--- src/rtl/serial_adder_subtractor.sv ---
// serial_adder_subtractor: bit-serial LSB-first add/subtract behind a start/done handshake
module serial_adder_subtractor #(
    parameter int WIDTH = 4
) (
    input  logic             clk,
    input  logic             rst_n,
    input  logic             start,
    input  logic [WIDTH-1:0] A,
    input  logic [WIDTH-1:0] B,
    input  logic             Mode,
    output logic             busy,
    output logic             done,
    output logic [WIDTH-1:0] S_D,
    output logic             C_B_out
);
    localparam int CW = (WIDTH > 1) ? $clog2(WIDTH) : 1;

    typedef enum logic [1:0] {IDLE, SHIFT, DONE} state_t;

    state_t           state, state_nxt;
    logic [WIDTH-1:0] a_sr, b_sr, res_sr, res_nxt;
    logic             carry, s, c_nxt, last;
    logic [CW-1:0]    cnt;

    assign s       = a_sr[0] ^ b_sr[0] ^ carry;
    assign c_nxt   = (a_sr[0] & b_sr[0]) | (carry & (a_sr[0] ^ b_sr[0]));
    assign res_nxt = (res_sr >> 1) | (WIDTH'(s) << (WIDTH - 1));
    assign last    = cnt == CW'(WIDTH - 1);
    assign busy    = state == SHIFT;
    assign done    = state == DONE;

    // state register
    always_ff @(posedge clk or negedge rst_n) begin
        if (!rst_n) state <= IDLE;
        else        state <= state_nxt;
    end

    // next state: DONE lasts one cycle and always returns to IDLE
    always_comb begin
        state_nxt = state;
        state_nxt = (state == IDLE)  ? (start ? SHIFT : IDLE) :
                    (state == SHIFT) ? (last ? DONE : SHIFT) : IDLE;
    end

    // datapath: subtraction pre-inverts B and seeds the carry with 1
    always_ff @(posedge clk or negedge rst_n) begin
        if (!rst_n) begin
            a_sr    <= '0;
            b_sr    <= '0;
            res_sr  <= '0;
            carry   <= 1'b0;
            cnt     <= '0;
            S_D     <= '0;
            C_B_out <= 1'b0;
        end else if (state == IDLE && start) begin
            a_sr  <= A;
            b_sr  <= B ^ {WIDTH{Mode}};
            carry <= Mode;
            cnt   <= '0;
        end else if (state == SHIFT) begin
            a_sr   <= a_sr >> 1;
            b_sr   <= b_sr >> 1;
            res_sr <= res_nxt;
            carry  <= c_nxt;
            cnt    <= cnt + 1'b1;
            if (last) begin
                S_D     <= res_nxt;
                C_B_out <= c_nxt;
            end
        end
    end
endmodule
--- config.mk ---
export PLATFORM = sky130hd
export DESIGN_NAME = serial_adder_subtractor
export DESIGN_NICKNAME = d
export VERILOG_FILES = /design/src/rtl/serial_adder_subtractor.sv
export SDC_FILE = /design/constraint.sdc
export NUM_CORES = 1
export LEC_CHECK = 0
export ABC_AREA = 1
export BUFFER_PORTS_ARGS = -buffer_cell sky130_fd_sc_hd__buf_4
export CAP_MARGIN = 10
export CELL_PAD_IN_SITES_DETAIL_PLACEMENT = 0
export CELL_PAD_IN_SITES_GLOBAL_PLACEMENT = 2
export CORE_MARGIN = 5
export CORE_UTILIZATION = 35
export CTS_BUF_LIST = sky130_fd_sc_hd__clkbuf_8
export DETAILED_ROUTE_END_ITERATION = 8
export MAX_ROUTING_LAYER = met4
export PLACE_DENSITY = 0.84
export SLEW_MARGIN = 10
export SYNTH_ARGS = -nofsm -noshare
export SYNTH_HDL_FRONTEND = slang
export SYNTH_SLANG_ARGS = --single-unit
--- constraint.sdc ---
create_clock -name clk -period 3.4 [get_ports clk]
set_input_delay 0.68 -clock clk [delete_from_list [all_inputs] [get_ports clk]]
set_output_delay 0.68 -clock clk [all_outputs]
set_load 0.05 [all_outputs]
==> results of run 1 <==
Yosys cell counts:
master    number  area (sq um)
buf_6          1          11.3
clkinv_4       1          8.76
nand2_1       52           195
nor2_4         1          11.3
inv_2          1          3.75
xor2_1         1          8.76
ha_1           1          12.5
nor2_1         3          11.3
dfrtp_1       21           526
inv_1          9          33.8
nand2_4        1          11.3
nand3b_1       1          7.51
buf_4          1          7.51
a21oi_1        1          5.00
o21ai_2        4          35.0
nand3_1       10          50.1
o21ai_0        4          20.0
fa_1           1          20.0
per-stage QoR:
step / utilization / total power, uW / area [sq um]
final: 0.435 / 1080 / 1180
after global routing: 0.435 / 1190 / 1180
after CTS: 0.435 / 1100 / 1180
after detailed placement: 0.418 / 938 / 1130
after global placement: 0.418 / 929 / 1130
after floorplan: - / 814 / 978
cell usage in the layout, fill, tap and decap left out, types with 3 or more instances in the layout:
| master | count |
|---|---|
| inv_1 | 9 |
| dfrtp_1 | 21 |
| buf_4 | 18 |
| nor2_1 | 3 |
| nand3_1 | 10 |
| clkbuf_8 | 3 |
| nand2_1 | 52 |
| o21ai_0 | 4 |
| o21ai_2 | 4 |
registers in the layout, summed over array words and instances (netlist names):
register	count
b_sr	4
carry	1
a_sr	4
res_sr	3
state	2
C_B_out	1
cnt	2
S_D	4
cells by family after synthesis:
kind of cell,count (synthesis)
AND/OR/NAND/NOR,68
flip-flops,21
buffers and inverters,13
AO/OA/AOI/OAI,9
adder cells (fa/ha/maj),2
XOR/XNOR,1
power by group through the flow:
stage	sequential, uW	combinational, uW	clock [uW]
after global placement	423	507	0
after floorplan	500	314	0
after global routing	436	577	179
final	419	500	161
after CTS	420	514	169
after detailed placement	424	514	0
area by class of cell:
type                            count  area (sq um)
Timing Repair Buffer               18           135
Inverter                           11          46.3
Sequential cell                    21           526
Multi-Input combinational cell     80           388
Clock inverter                      1          5.00
Clock buffer                        3          41.3
Fill cell                         292          1530
Tap cell                           31          38.8
worst max-delay path: stages, from the launching register on:
cell and delay, ps:
dfrtp_1 430, inv_2 70, nor2_4 290, buf_4 270
layer usage:
metal	wire length [um]	global-route usage	share of wire	up-vias
li1	-	-	-	392
met1	886	0.145	0.48	342
met2	839	0.171	0.45	15
met3	71	0.0126	0.038	5
met4	53	0.0637	0.029	0
met5	0	-	0	-
worst min path at each step:
stage	cells past startpoint	start	slack (ps)	endpoint
2_1_floorplan	0	rst_n	380	C_B_out
3_3_place_gp	2	cnt[1]	460	cnt[1]
3_5_place_dp	2	res_sr[1]	460	S_D[0]
4_1_cts	1	rst_n	300	S_D[1]
5_1_grt	1	rst_n	310	S_D[1]
6_report	1	rst_n	290	res_sr[3]
==> impl_results.md, run 1 <==
* Status: finished, final reports clean
* TritonCTS clock tree: yes
* Cell-internal power at 597 uW
* Worst Tran Pin Value at 513 ps
* Synth Instances at 114
* CP endpoint: busy
* Fmax at 501 MHz
* Diodes inserted at 0
* # setup viols final at 0
* Starting Density at 0.361
* Seq cells post-synth at 21
* CP required at 2720 ps
* Clock share of power at 0.149
* Clock buffer depth at 2
* Fin crit share at 0.587
* Psw at 483 uW
* Die H at 62.9 um
* # resized after CTS at 0
* Hold WS at 286 ps
* Area Overhead vs Synth at 20.6%
* LEAKAGE at 0.000644 uW
* Vias/cell at 4.57
* CTS Buf Count at 3
* Total GRT Usage at 0.112
* CTS root buf: clkbuf_8
* RSZ-0062 raised after global routing: no
* Crit path time final at 2000 ps
* Share of cells above drive strength 1 at 0.224
* Post-CTS Hold Fix Bufs at 0
* Final worst slack at 1400 ps
* Antenna-violating nets left at 0
* Rows at 19
* Post-synthesis sequential area ratio at 0.537
* Drt pass-1 iters at 4
* Pin count of the biggest net entering global routing at 22
* Relative slew slack at 0.658
* Yosys warnings at 0
* Clock skew at 5.16 ps
* Initial antenna violation count at 0
* # clock sinks at 21
* Post-synthesis mux area share at 0
* Dpl ws at 1660 ps
* Post-Synth Adder-Cell Area at 0.0332
* Critical Path End Type: output pin
* Port bufs at 18
* Clock H-tree levels at 1
* Final Non-Filler Cells at 165
* Final wirelength at 1850 um
* Main combinational cell family by area after synthesis: simple AND/OR/NAND/NOR gates
* Register clock-pin slew on the reported worst setup and hold paths at 80 ps
* Distinct cells, synth at 18
* Final Max Tran Viols at 0
* Gate power share at 0.463
* First-pass GRT wire length at 3470 um
* Synthesized area at 978 sq um
* Compound-gate portion of the synthesized area at 0.0614
* Sequential Power Share at 0.388
* DRT iter0 DRCs at 10
* Detailed-route DRC error count at 0
* XOR/XNOR Fraction of Synth Area at 0.00895
* Worst Setup SP: state[0]
* Crit Path Max Fanout at 14
* Final hold vios at 0
* DP HPWL at 1430 um
* Worst Reg-to-Reg Cells at 5
* Core area at 2710 sq um
* Final GP Congestion at 0.751
* CP Launch Type: flop
* Setup bufs post-CTS at 0
* Chip width at 62.9 um
* Synth Net Count at 128
* Switching Share at 0.447
* Vias in the first global route at 789
* Clk_lat worst skew at 260 ps
* Critical Path AT at 1320 ps
* Reg2reg start: state[0]
* RR Endpoint: S_D[3]
* FF-to-FF setup slack at 2170 ps
* Die area at 3950 sq um
* Routed len/inst at 11.2 um
* Placed Cells at 161
* Grt ovf at 0
* IO Count at 19
* Pwr Density at 916 nW/um^2
* Final #Nets at 149
* Min-delay worst type: input port to asynchronous set/reset pin
* Via count at 754
* Simple-gate area share of the yosys netlist at 0.293
* Setup CP Type: flop to output pin
* VDD IR-drop max at 0.000457 V
* Syn avg cell area at 8.58 sq um
* Max-cap violations at 0
* Post-route setup TNS at 0 ps
(Power assumes the default switching activity.)
==> run 2, diff against run 1 <==
--- a/config.mk
+++ b/config.mk
@@ -11,11 +11,11 @@
 export CELL_PAD_IN_SITES_DETAIL_PLACEMENT = 0
 export CELL_PAD_IN_SITES_GLOBAL_PLACEMENT = 2
 export CORE_MARGIN = 5
-export CORE_UTILIZATION = 35
+export CORE_UTILIZATION = 33
 export CTS_BUF_LIST = sky130_fd_sc_hd__clkbuf_8
 export DETAILED_ROUTE_END_ITERATION = 8
 export MAX_ROUTING_LAYER = met4
-export PLACE_DENSITY = 0.84
+export PLACE_DENSITY = 0.8
 export SLEW_MARGIN = 10
 export SYNTH_ARGS = -nofsm -noshare
 export SYNTH_HDL_FRONTEND = slang
==> constraint.sdc (replaced) <==
create_clock -name clk -period 1.99 [get_ports clk]
set_input_delay 0.398 -clock clk [delete_from_list [all_inputs] [get_ports clk]]
set_output_delay 0.398 -clock clk [all_outputs]
set_load 0.05 [all_outputs]
==> impl_results.md, run 2 (synthesis results as in run 1) <==
* Status: finished, final reports clean (unchanged)
* Sequential standard cell area at 526 sq um (unchanged)
* Chip width at 64.5 um (was 62.9 um)
* Clk_lat worst skew at 260 ps (about the same)
* Port bufs at 18 (unchanged)
* DP HPWL at 1400 um (was 1430 um)
* Pin count of the biggest net entering global routing at 22 (unchanged)
* Delay-heaviest family, CP: flip-flops (unchanged)
* Total chip power at 1870 uW (was 1080 uW)
* Grt ovf at 0 (unchanged)
* Fmax at 668 MHz
* CP Launch Type: flop (unchanged)
* VDD IR-drop max at 0.000847 V (was 0.000457 V)
* Final wirelength at 1880 um (was 1850 um)
* Post-route setup TNS at 0 ps (unchanged)
* Total GRT Usage at 0.106 (was 0.112)
* CTS root buf: clkbuf_8 (unchanged)
* Clock skew at 6.31 ps (was 5.16 ps)
* Setup bufs post-CTS at 0 (unchanged)
* Detailed-route DRC error count at 0 (unchanged)
* Crit-path slowest cell: dfrtp_1 (unchanged)
* Commonest non-fill, non-tap cell in the layout: nand2_1 (unchanged)
* Core area at 2810 sq um (was 2710 sq um)
* First-pass GRT wire length at 3360 um (was 3470 um)
* Drt pass-1 iters at 4 (unchanged)
* Die area at 4150 sq um (was 3950 sq um)
* Starting Density at 0.349 (was 0.361)
* Initial antenna violation count at 0 (unchanged)
* Cell Area, Placed at 1140 sq um (was 1130 sq um)
* Crit Path Max Fanout at 4 (was 14)
* Clock buffer depth at 2 (unchanged)
* Critical Path End Type: output pin (unchanged)
* Filler Cells Inserted at 297 (was 292)
* Reg2reg start: state[0] (unchanged)
* DRT iter0 DRCs at 50 (was 10)
* Diodes inserted at 0 (unchanged)
* TritonCTS clock tree: yes (unchanged)
* CTS Buf Count at 3 (unchanged)
* Hold WS at 6.40 ps (was 286 ps)
* Vias in the first global route at 747 (was 789)
* Fin crit share at 0.752
* Worst Setup SP: state[1] (was state[0])
* Register clock-pin slew on the reported worst setup and hold paths at 80 ps (about the same)
* Cells along the critical path: inv_1 -> nor2_1 -> buf_4 (was inv_2 -> nor2_4 -> buf_4)
* # clock sinks at 21 (unchanged)
* Area Overhead vs Synth at 21.2% (was 20.6%)
* Clock H-tree levels at 1 (unchanged)
* Setup CP Type: flop to output pin (unchanged)
* Area taken by multi-input logic gates at 388 sq um (unchanged)
* Min-delay worst type: input port to asynchronous set/reset pin (unchanged)
* Final GP Congestion at 0.695 (was 0.751)
* Final #Nets at 150 (was 149)
* Rows at 19 (unchanged)
* Worst Tran Pin Value at 474 ps (was 513 ps)
* Post-CTS Hold Fix Bufs at 0 (unchanged)
* Crit path time final at 1500 ps
* Antenna-violating nets left at 0 (unchanged)
* Final instance area at 1190 sq um (was 1180 sq um)
* # setup viols final at 0 (unchanged)
* Routed len/inst at 11.3 um (was 11.2 um)
* # resized after CTS at 0 (unchanged)
* Critical Path AT at 1100 ps (was 1320 ps)
* Die H at 64.5 um (was 62.9 um)
* Buf+Inv Stages, Crit Path at 2 (unchanged)
* CP required at 1590 ps (was 2720 ps)
* LEAKAGE at 0.000650 uW (was 0.000644 uW)
* Final Max Tran Viols at 0 (unchanged)
* Max incr delay on CP at 440 ps (was 430 ps)
* IO Count at 19 (unchanged)
* Vias/cell at 4.46 (was 4.57)
* Share of cells above drive strength 1 at 0.222 (was 0.224)
* Max-cap violations at 0 (unchanged)
* Via count at 741 (was 754)
* Pwr Density at 1580 nW/um^2 (was 916 nW/um^2)
* Commonest cells after routing, fill and taps aside: 52 x nand2_1, 21 x dfrtp_1, 19 x buf_4 (was 52 x nand2_1, 21 x dfrtp_1, 18 x buf_4)
* Largest regs: S_D: 4 flops, a_sr: 4 flops, b_sr: 4 flops (unchanged)
* Relative slew slack at 0.684 (was 0.658)
* Final hold vios at 0 (unchanged)
* RSZ-0062 raised after global routing: no (unchanged)
==> run 2: changes by cell type in the layout (fill, tap and decap cells not counted), sizes merged <==
| cell | delta |
|---|---|
| buf | +1 |
| clkinv | -1 |
| inv | +1 |
==> run 2: worst register-to-register path, cell delays in order, from the launching register on <==
cell and delay, ps:
dfrtp_1 440, inv_2 80, nor2_4 90, buf_4 210, nand2_4 130, nand2_1 100, o21ai_2 50
==> run 2: cell type report <==
| cell class | instances | share of cell area |
|---|---|---|
| clock inverters | 1 | 0.00316 |
| clock buffers | 3 | 0.0348 |
| repair buffers | 19 | 0.120 |
| multi-input cells | 80 | 0.327 |
| flip-flops and latches | 21 | 0.443 |
| well taps | 31 | 0.0327 |
| inverters | 11 | 0.0390 |
==> run 2: per-stage QoR <==
stage | instances | util | worst slack (ps)
after floorplan | 114 | - | 451
after global placement | 162 | 0.407 | 771
after detailed placement | 162 | 0.407 | 769
after CTS | 166 | 0.423 | 484
after global routing | 166 | 0.423 | 391
final | 166 | 0.423 | 494
==> run 2: final timing paths <==
check | end | slack [ps] | cells past startpoint
max | done | 490 | 3
min | a_sr[2] | 6 | 1
max reg2reg | S_D[1] | 780 | 6
min reg2reg | b_sr[3] | 480 | 2
max in group asynchronous | res_sr[1] | 1760 | 1
min in group clk | a_sr[3] | 340 | 3
==> run 2: power breakdown <==
part	internal (uW)	leakage, uW	total [uW]	switching, uW
Sequential	607	0.000270	721	114
Combinational	290	0.000354	876	587
Clock	137	0.0000269	272	134
Total	1030	0.000650	1870	836
==> run 2: routing by layer <==
metal,part of all wire,GRT usage,vias to the layer above
li1,-,-,393
met1,0.52,0.150,333
met2,0.43,0.142,13
met3,0.050,0.0415,2
met4,0.0048,0.0237,0
met5,0,-,-
==> run 3, diff against run 2 <==
--- a/config.mk
+++ b/config.mk
@@ -5,17 +5,17 @@
 export SDC_FILE = /design/constraint.sdc
 export NUM_CORES = 1
 export LEC_CHECK = 0
-export ABC_AREA = 1
+export ABC_AREA = 0
 export BUFFER_PORTS_ARGS = -buffer_cell sky130_fd_sc_hd__buf_4
 export CAP_MARGIN = 10
 export CELL_PAD_IN_SITES_DETAIL_PLACEMENT = 0
 export CELL_PAD_IN_SITES_GLOBAL_PLACEMENT = 2
 export CORE_MARGIN = 5
-export CORE_UTILIZATION = 33
+export CORE_UTILIZATION = 35
 export CTS_BUF_LIST = sky130_fd_sc_hd__clkbuf_8
 export DETAILED_ROUTE_END_ITERATION = 8
 export MAX_ROUTING_LAYER = met4
-export PLACE_DENSITY = 0.8
+export PLACE_DENSITY = 0.79
 export SLEW_MARGIN = 10
 export SYNTH_ARGS = -nofsm -noshare
 export SYNTH_HDL_FRONTEND = slang
==> constraint.sdc (replaced) <==
create_clock -name clk -period 1.4 [get_ports clk]
set_input_delay 0.28 -clock clk [delete_from_list [all_inputs] [get_ports clk]]
set_output_delay 0.28 -clock clk [all_outputs]
set_load 0.05 [all_outputs]
==> impl_results.md, run 3 <==
* Fin crit share at 0.959
* Die H at 61.3 um (was 64.5 um)
* Post-synth top area share at 0.571 (was 0.537)
* CP required at 1120 ps (was 1590 ps)
* Final #Nets at 125 (was 150)
* Syn avg cell area at 11.1 sq um (was 8.58 sq um)
* Final instance area at 1190 sq um (about the same)
* EDFF count, synth at 0 (unchanged)
* IO Count at 19 (unchanged)
* Placed Cells at 132 (was 162)
* Share of cells above drive strength 1 at 0.318 (was 0.222)
* Core area at 2500 sq um (was 2810 sq um)
* Drt pass-1 iters at 2 (was 4)
* Vias in the first global route at 703 (was 747)
* Top_reg_cell synth: dfrtp_1 (unchanged)
* Crit path time final at 1340 ps
* Status: finished, final reports clean (unchanged)
* Post-synthesis sequential area ratio at 0.571 (was 0.537)
* RSZ-0062 raised after global routing: no (unchanged)
* Relative slew slack at 0.820 (was 0.684)
* VDD IR-drop max at 0.00128 V (was 0.000847 V)
* DRT iter0 DRCs at 10 (was 50)
* Critical Path End Type: output pin (unchanged)
* Yosys top cell by area: dfrtp_1 (unchanged)
* Seq cells post-synth at 21 (unchanged)
* CTS root buf: clkbuf_8 (unchanged)
* Crit Path Max Fanout at 5 (was 4)
* Synthesized area at 920 sq um (was 978 sq um)
* Initial antenna violation count at 0 (unchanged)
* Clock skew at 6.21 ps (was 6.31 ps)
* Hold Path Origin: A[3]
* Cell Area, Placed at 1100 sq um (was 1140 sq um)
* Antenna-violating nets left at 0 (unchanged)
* Synth top cells by count: 22 x nand2_1, 21 x dfrtp_1, 4 x nor2_1, 4 x xnor2_1 (was 52 x nand2_1, 21 x dfrtp_1, 10 x nand3_1)
* CTS Buf Count at 3 (unchanged)
* Total GRT Usage at 0.119 (was 0.106)
* Diodes inserted at 0 (unchanged)
* Post-route setup TNS at 0 ps (unchanged)
* Vias/cell at 4.76 (was 4.46)
* Final Non-Filler Cells at 140 (was 166)
* Min-delay worst type: input port to flop (was input port to asynchronous set/reset pin)
* Final Max Tran Viols at 0 (unchanged)
* Via count at 667 (was 741)
* Pwr Density at 2410 nW/um^2 (was 1580 nW/um^2)
* Commonest non-fill, non-tap cell in the layout: buf_4 (was nand2_1)
* Register clock-pin slew on the reported worst setup and hold paths at 80 ps (about the same)
* LEAKAGE at 0.000609 uW (was 0.000650 uW)
* Starting Density at 0.368 (was 0.349)
* Final hold vios at 0 (unchanged)
* Clock buffer depth at 2 (unchanged)
* Chip width at 61.3 um (was 64.5 um)
* Pin count of the biggest net entering global routing at 22 (unchanged)
* Clock H-tree levels at 1 (unchanged)
* Final worst slack at 56.8 ps (was 494 ps)
* DP HPWL at 1320 um (was 1400 um)
* Rows at 18 (was 19)
* Detailed-route DRC error count at 0 (unchanged)
* Clk_lat worst skew at 260 ps (about the same)
* Max-cap violations at 0 (unchanged)
* # clock sinks at 21 (unchanged)
* First-pass GRT wire length at 3190 um (was 3360 um)
* Final GP Congestion at 0.730 (was 0.695)
* Fmax at 744 MHz
* Routed len/inst at 12.9 um (was 11.3 um)
* Commonest cells after routing, fill and taps aside: 25 x buf_4, 22 x nand2_1, 21 x dfrtp_1 (was 52 x nand2_1, 21 x dfrtp_1, 19 x buf_4)
* Async S/R FF share, synth at 1.00 (unchanged)
* Area contributors post-synth: dfrtp_1 57%, nand2_1 9.0%, xnor2_1 3.8% (was dfrtp_1 54%, nand2_1 20%, nand3_1 5.1%)
* # setup viols final at 0 (unchanged)
* Synth Instances at 83 (was 114)
* Port bufs at 18 (unchanged)
* Synth Net Count at 97 (was 128)
* Final wirelength at 1810 um (was 1880 um)
* Area Overhead vs Synth at 29.9% (was 21.2%)
* Critical Path AT at 1060 ps (was 1100 ps)
* Yosys warnings at 0 (unchanged)
* Distinct cells, synth at 24 (was 18)
* Dpl ws at 87.7 ps (was 769 ps)
* Die area at 3750 sq um (was 4150 sq um)
* Worst Setup SP: state[1] (unchanged)
* TritonCTS clock tree: yes (unchanged)
* Grt ovf at 0 (unchanged)
* Largest regs: S_D: 4 flops, a_sr: 4 flops, b_sr: 4 flops (unchanged)
* Worst Tran Pin Value at 270 ps (was 474 ps)
* Setup CP Type: flop to output pin (unchanged)
* CP Launch Type: flop (unchanged)
* Count leader, synth: nand2_1 (unchanged)
* Reg2reg start: state[0] (unchanged)
run 3: logic make-up (layout without fill, tap and decap cells):
| family | count (synthesis) | in the layout | synth area share |
|---|---|---|---|
| xor gates and xnor gates | 4 | 4 | 0.0381 |
| AOI/OAI and AO/OA | 11 | 11 | 0.0884 |
| and+or+nand+nor | 34 | 34 | 0.161 |
| DFF | 21 | 21 | 0.571 |
| adders and majority gates | 2 | 2 | 0.0354 |
| buffers and inverters | 6 | 33 | 0.0449 |
| muxes | 5 | 5 | 0.0612 |
run 3: path summary, 6_finish.rpt:
check                            end  slack [ps]  depth (start not counted)
min                          a_sr[3]         200                          3
max in group asynchronous  res_sr[3]         750                          2
max                             busy          60                          3
max reg2reg                  b_sr[0]          90                          5
min reg2reg                res_sr[1]         480                          2
min in group asynchronous    a_sr[0]         430                          2
run 3: metal layers:
metal | global-route usage | vias up | wire [um] | part of all wire
met5 | - | - | 0 | 0
met4 | 0.0372 | 0 | 23 | 0.013
met3 | 0.0419 | 5 | 120 | 0.066
met2 | 0.181 | 15 | 839 | 0.46
met1 | 0.148 | 317 | 827 | 0.46
li1 | - | 330 | - | -
run 3: critical path, stage by stage, from the launching register on:
cell      delay (ps)
dfrtp_1          410
nand2b_4         160
inv_4             70
buf_6            150
run 3: report_power, final:
group	total [uW]	switching [uW]	internal, uW
combinational	1440	825	615
sequential	1050	174	879
clock	387	192	195
run 3: repair_timing:
item                       4_1_cts  5_1_grt
hold endpoints to repair        21        0
hold buffers                     1        0
gates resized for setup          2        2
setup buffers                    3        0
setup endpoints to repair        1        1
run 3: layout make-up:
cell class	instances	area, sq um
inverter	2	10.0
timing repair buffer	27	209
fill	245	1310
sequential	21	526
clock inverter	1	3.75
multi-input combinational	56	368
clock buffer	3	41.3
tap	30	37.5
run 3: per-stage QoR:
| step | hold slack [ps] | total power [uW] | util |
|---|---|---|---|
| 6_report | 205 | 2880 | 0.478 |
| 5_1_grt | 236 | 3110 | 0.478 |
| 4_1_cts | 204 | 2900 | 0.475 |
| 3_5_place_dp | 183 | 2380 | 0.439 |
| 3_3_place_gp | 180 | 2360 | 0.439 |
| 2_1_floorplan | -15.6 | 1980 | - |
